File: src/rtl/egress_meta_arbiter_if.sv
// egress_meta_arbiter_if: egress capture, software read/ack and status signals of the metadata arbiter.
`timescale 1ns/1ps
`default_nettype none

interface egress_meta_arbiter_if #(
  parameter int NUM_PORTS = 4,
  parameter int PAYLOAD_W = 28
);
  logic [NUM_PORTS-1:0]           eg_strobe;
  logic [NUM_PORTS*PAYLOAD_W-1:0] eg_data;
  logic                           flush;
  logic                           meta_ack;
  logic [31:0]                    meta_out;
  logic [NUM_PORTS-1:0]           pending;
  logic [NUM_PORTS-1:0]           overflow;
  logic                           busy;

  modport master (
    output eg_strobe, eg_data, flush, meta_ack,
    input  meta_out, pending, overflow, busy
  );

  modport slave (
    input  eg_strobe, eg_data, flush, meta_ack,
    output meta_out, pending, overflow, busy
  );
endinterface

`default_nettype wire

File: src/rtl/egress_meta_arbiter.sv
// egress_meta_arbiter: per-port metadata holding slots shared round-robin onto one
// software-acknowledged 32-bit read word {valid, ovf, port[1:0], payload[27:0]}.
`timescale 1ns/1ps
`default_nettype none

module egress_meta_arbiter #(
  parameter int NUM_PORTS = 4,
  parameter int PAYLOAD_W = 28
) (
  input wire logic             clk,
  input wire logic             reset_n,
  egress_meta_arbiter_if.slave bus
);

  typedef enum logic [1:0] {
    IDLE    = 2'd0,
    SELECT  = 2'd1,
    PRESENT = 2'd2,
    RETIRE  = 2'd3
  } state_e;

  state_e                 state_q;
  logic [1:0]             rr_ptr_q;
  logic [1:0]             grant_q;
  logic [PAYLOAD_W-1:0]   slot_q [NUM_PORTS];
  logic [NUM_PORTS-1:0]   pending_q;
  logic [NUM_PORTS-1:0]   pending_d;
  logic [NUM_PORTS-1:0]   overflow_q;
  logic [NUM_PORTS-1:0]   overflow_d;
  logic [NUM_PORTS-1:0]   slot_we;
  logic [NUM_PORTS-1:0]   retire_hit;
  logic                   ack_q;
  logic                   ack_rise;
  logic [31:0]            meta_out_q;
  logic                   sel_found;
  logic [1:0]             sel_port;
  logic [1:0]             search_idx;

  assign ack_rise = bus.meta_ack && !ack_q;

  // Lowest offset from rr_ptr wins, so scan offsets downwards and let the last hit stick.
  always_comb begin : rr_search
    sel_found  = 1'b0;
    sel_port   = rr_ptr_q;
    search_idx = rr_ptr_q;
    for (int k = NUM_PORTS - 1; k >= 0; k--) begin
      search_idx = 2'((int'(rr_ptr_q) + k) % NUM_PORTS);
      if (pending_q[search_idx]) begin
        sel_found = 1'b1;
        sel_port  = search_idx;
      end
    end
  end

  // A strobe into the slot being retired this cycle refills it instead of overflowing.
  always_comb begin : capture
    pending_d  = pending_q;
    overflow_d = overflow_q;
    slot_we    = '0;
    retire_hit = '0;
    for (int i = 0; i < NUM_PORTS; i++) begin
      retire_hit[i] = (state_q == RETIRE) && (grant_q == 2'(i));
      if (bus.eg_strobe[i]) begin
        if (!pending_q[i] || retire_hit[i]) begin
          slot_we[i]   = 1'b1;
          pending_d[i] = 1'b1;
        end else begin
          overflow_d[i] = 1'b1;
        end
      end else if (retire_hit[i]) begin
        pending_d[i] = 1'b0;
      end
      if (retire_hit[i]) begin
        overflow_d[i] = 1'b0;
      end
    end
    if (bus.flush) begin
      pending_d  = '0;
      overflow_d = '0;
      slot_we    = '0;
    end
  end

  always_ff @(posedge clk or negedge reset_n) begin
    if (!reset_n) begin
      state_q    <= IDLE;
      rr_ptr_q   <= '0;
      grant_q    <= '0;
      pending_q  <= '0;
      overflow_q <= '0;
      ack_q      <= 1'b0;
      meta_out_q <= '0;
      for (int i = 0; i < NUM_PORTS; i++) begin
        slot_q[i] <= '0;
      end
    end else begin
      ack_q      <= bus.meta_ack;
      pending_q  <= pending_d;
      overflow_q <= overflow_d;
      for (int i = 0; i < NUM_PORTS; i++) begin
        if (slot_we[i]) begin
          slot_q[i] <= bus.eg_data[i*PAYLOAD_W +: PAYLOAD_W];
        end
      end
      if (bus.flush) begin
        state_q    <= IDLE;
        meta_out_q <= '0;
      end else begin
        unique case (state_q)
          IDLE: begin
            if (|pending_q) begin
              state_q <= SELECT;
            end
          end
          SELECT: begin
            if (sel_found) begin
              grant_q    <= sel_port;
              meta_out_q <= {1'b1, overflow_d[sel_port], sel_port, slot_q[sel_port]};
              state_q    <= PRESENT;
            end else begin
              state_q <= IDLE;
            end
          end
          PRESENT: begin
            if (ack_rise) begin
              meta_out_q <= '0;
              state_q    <= RETIRE;
            end
          end
          RETIRE: begin
            rr_ptr_q <= (grant_q == 2'(NUM_PORTS - 1)) ? 2'd0 : grant_q + 2'd1;
            state_q  <= (|pending_d) ? SELECT : IDLE;
          end
          default: state_q <= IDLE;
        endcase
      end
    end
  end

  assign bus.meta_out = meta_out_q;
  assign bus.pending  = pending_q;
  assign bus.overflow = overflow_q;
  assign bus.busy     = (state_q != IDLE);

endmodule

`default_nettype wire

File: src/flat_wrapper.sv
// flat-port wrapper written by rule: the top's interface ports become plain ports
module egress_meta_arbiter_flat 
#(
  parameter int NUM_PORTS = 4,
  parameter int PAYLOAD_W = 28
)
  (clk, reset_n, bus_eg_strobe, bus_eg_data, bus_flush, bus_meta_ack, bus_meta_out, bus_pending, bus_overflow, bus_busy);
  egress_meta_arbiter_if #(.NUM_PORTS(NUM_PORTS), .PAYLOAD_W(PAYLOAD_W)) bus_i ();
  input wire logic clk;
  input wire logic reset_n;
  input wire logic [$bits(bus_i.eg_strobe)-1:0] bus_eg_strobe;
  input wire logic [$bits(bus_i.eg_data)-1:0] bus_eg_data;
  input wire logic [$bits(bus_i.flush)-1:0] bus_flush;
  input wire logic [$bits(bus_i.meta_ack)-1:0] bus_meta_ack;
  output wire logic [$bits(bus_i.meta_out)-1:0] bus_meta_out;
  output wire logic [$bits(bus_i.pending)-1:0] bus_pending;
  output wire logic [$bits(bus_i.overflow)-1:0] bus_overflow;
  output wire logic [$bits(bus_i.busy)-1:0] bus_busy;
  assign bus_i.eg_strobe = bus_eg_strobe;
  assign bus_i.eg_data = bus_eg_data;
  assign bus_i.flush = bus_flush;
  assign bus_i.meta_ack = bus_meta_ack;
  assign bus_meta_out = bus_i.meta_out;
  assign bus_pending = bus_i.pending;
  assign bus_overflow = bus_i.overflow;
  assign bus_busy = bus_i.busy;
  egress_meta_arbiter #(.NUM_PORTS(NUM_PORTS), .PAYLOAD_W(PAYLOAD_W)) u_core (.clk(clk), .reset_n(reset_n), .bus(bus_i));
endmodule
File: config.mk
export PLATFORM = sky130hd
export DESIGN_NAME = egress_meta_arbiter_flat
export DESIGN_NICKNAME = d
export VERILOG_FILES = /design/src/rtl/egress_meta_arbiter_if.sv /design/src/rtl/egress_meta_arbiter.sv /design/src/flat_wrapper.sv
export SDC_FILE = /design/constraint.sdc
export NUM_CORES = 1
export LEC_CHECK = 0
export BUFFER_PORTS_ARGS = -buffer_cell sky130_fd_sc_hd__buf_2
export CORE_MARGIN = 8
export CORE_UTILIZATION = 54
export DETAILED_ROUTE_END_ITERATION = 12
export HOLD_SLACK_MARGIN = 0.1
export PLACE_DENSITY = 0.8
export SLEW_MARGIN = 20
export SYNTH_ARGS = -nofsm -noshare
export SYNTH_HDL_FRONTEND = slang
export SYNTH_SLANG_ARGS = --single-unit
File: constraint.sdc
create_clock -name clk -period 2.35 [get_ports clk]
set_clock_uncertainty 0.1 [all_clocks]
set_input_delay 0.235 -clock clk [delete_from_list [all_inputs] [get_ports clk]]
set_output_delay 0.235 -clock clk [all_outputs]
set_load 0.05 [all_outputs]
==> run metrics <==
status=complete, no violations; M1 WL=8.129 mm; hold path cells=2; drt pass-1 iters=4; Final Instance Area=9712 um2; Compound-Gate Fraction of Synth Area=7.218%; top_reg_cell synth=dfrtp_1; largest net degree at the start of global routing=64; P_leak=4.600 nW; DRC=0; Routability Congestion=0.8122; CTS tree=done; Area growth, synth to finish=40.06%; DR iter-0 viols=476; Seq cells post-synth=159; Sink Count=159; Async S/R FF share, synth=100.0%; Top Layer Used=met4; Max FO, Critical Path=18; Max-Cap Viols=0; number of global-route vias before repair=5832; DP Area=7974 um2; met2 routed wirelength=10.25 mm; # Post-CTS Setup Buffers=0; Tmin final=2.165 ns; R2R cell count=7; Simple-Gate Fraction of Synth Area=4.439%; Post-Syn Area=6934 um2; metal3 WL=1.146 mm; Die Span Y=129.3 um; EDFF count, synth=0; area of the multi-input gates=2746 um2; Slew Limit Fails=0; antenna violations before repair=1; global-route wire length before repair=31.60 mm; FF/Latch Area=3979 um2; syn nets=615; Data arrival, critical path=2.35 ns; share of layout cells above drive strength 1=40.84%; Synthesis Warnings=0; DR vias/cell=5.526; GRT Total Usage=24.87%; IO Port Bufs=160; Fillers=711; drt total wl=19.93 mm; XOR/XNOR share of the synthesized area=0%; Setup TNS=0 ns; Die Footprint=16720 um2; # IOs=161; DP Wirelength=12.18 mm; clock latency on the worst-skew pair=0.42 ns; final worst-path cycle share=92.14%; WS Path Type=reg2reg; highest clock rate=461.8 MHz; Antenna Violating Nets Remaining=0; Crit. End Element=register; VDD IR max=0.5850 mV; Rel. slew slack=60.61%; via count=5305; cts repair resizes=0; Yosys cell types=41; TritonCTS Buffers=17; GRT overflow=0; Clock Tree Root=clkbuf_16; die width=129.3 um; top cells by area, synth=dfrtp_1, mux2_2, mux2i_1, o221ai_1, nand2_1; Hold Crit Class=in2reg; Final #Nets=899; Reg clk slew, reported paths=0.06 ns; share of the yosys chip area belonging to registers=57.38%; # rows=41; post-synthesis instance total=491; CTS Hold Bufs=118; Routed WL per cell=20.76 um; Pwr Density=891.9 nW/um2; Synth area leader=dfrtp_1; final setup fails=0; worst-margin pin slew=0.5908 ns; clk buf depth=2; Yosys top cell area share=57.38%; H-tree Lvls=4; placeable core area=12570 um2; Initial Utilization=55.17%; combinational family with the most area after synthesis=multiplexers; Hold Vio Cnt, Final=0; Avg Cell Area, Syn=14.12 um2; multiplexer share of the synthesized area=27.01%; CP required=2.53 ns; Startpoint Class=register; RSZ-0062 raised after global routing=false; area share of fa/ha/maj cells after synthesis=0.7218%
[metal layers]
metal / vias to the layer above / track usage [%]
li1: 2368 / -
met1: 2720 / 29.81
met2: 185 / 42.19
met3: 32 / 6.615
met4: 0 / 9.122
met5: - / 0
[metrics by stage]
| step | power, mW | setup slack (ns) | util [%] | hold slack, ns | std cells |
|---|---|---|---|---|---|
| 3_3_place_gp | 5.818 | 0.3475 | 63.44 | 0.1594 | 810 |
| 4_1_cts | 8.677 | 0.1988 | 77.23 | 0.1075 | 958 |
| 2_1_floorplan | 5.263 | 0.2385 | - | -0.1606 | 491 |
| 6_report | 8.662 | 0.1847 | 77.27 | 0.1277 | 960 |
| 5_1_grt | 9.019 | 0.04766 | 77.25 | 0.1738 | 959 |
| 3_5_place_dp | 5.927 | 0.2162 | 63.44 | 0.1618 | 810 |
[cells in the final DEF, fill, tap and decap left out, drive strengths merged]
master / instances
a2111o: 1
a211oi: 2
a21o: 1
a21oi: 12
a22o: 1
a2bb2oi: 1
a311oi: 4
and2b: 1
buf: 177
bufinv: 1
clkbuf: 25
clkinv: 3
clkinvlp: 1
dfrtp: 159
diode: 2
dlygate4sd3: 118
ha: 4
inv: 3
mux2: 115
mux2i: 57
nand2: 35
nand2b: 5
nand3: 5
nor2: 7
nor2b: 6
nor3: 1
nor3b: 1
nor4: 2
o211ai: 1
o21a: 2
o21ai: 4
o221ai: 29
o41ai: 1
or2: 1
[layout make-up]
type | instances | area share [%]
Sequential cell | 159 | 40.97
Multi-Input combinational cell | 299 | 28.28
Timing Repair Buffer | 295 | 22.69
Clock buffer | 25 | 5.102
Tap cell | 172 | 2.216
Clock inverter | 5 | 0.5797
Inverter | 3 | 0.1159
Antenna cell | 2 | 0.05153
[cells by family after synthesis]
| logic type | after synthesis |
|---|---|
| simple gates | 64 |
| buf+inv | 33 |
| fa+ha+maj | 4 |
| compound gates | 59 |
| flops | 159 |
| mux | 172 |
[where the power goes]
part	switching (mW)	internal, mW	leakage [nW]
registers	0.374	3.27	1.95
logic	1.34	1.11	2.39
clock network	1.02	1.56	0.269
total	2.73	5.93	4.60
[registers in the layout, summed over array words and instances, names as in the netlist]
name                 flops
u_core.ack_q             1
u_core.bus.meta_out     32
u_core.state_q           2
u_core.bus.pending       4
u_core.rr_ptr_q          2
u_core.slot_q          112
u_core.bus.overflow      4
u_core.grant_q           2
[final timing paths]
check	from	to	slack (ns)
max in group asynchronous	reset_n	u_core.bus.pending[2]$_DFF_PN0_	1.21
min in group asynchronous	reset_n	u_core.slot_q[56]$_DFFE_PN0P_	0.27
worst min register to register	u_core.slot_q[48]$_DFFE_PN0P_	u_core.slot_q[48]$_DFFE_PN0P_	0.39
worst min-delay path	bus_flush	u_core.state_q[1]$_DFFE_PN0P_	0.13
worst max-delay path	u_core.bus.pending[0]$_DFF_PN0_	u_core.bus.meta_out[6]$_DFFE_PN0P_	0.18
worst max register to register	u_core.bus.pending[0]$_DFF_PN0_	u_core.bus.meta_out[6]$_DFFE_PN0P_	0.18
[worst max-delay path, cell delays in order, from the launching register on]
cell and delay [ns]:
dfrtp_1 0.53, nor2b_1 0.10, a2bb2oi_1 0.15, o211ai_1 0.33, buf_4 0.22, buf_12 0.18
mux2i_1 0.24, o221ai_1 0.15
[cells in the mapped netlist (4+ instances only)]
cell / n
nor2b_1: 6
nand2_1: 35
mux2_1: 8
ha_1: 4
nand3_1: 4
a311oi_1: 4
a21oi_1: 8
mux2_2: 105
nand2b_1: 5
mux2i_1: 57
buf_6: 6
nor2_1: 7
buf_2: 11
o221ai_1: 28
buf_4: 11
dfrtp_1: 159
No activity file was read; power rests on OpenSTA's default activity.
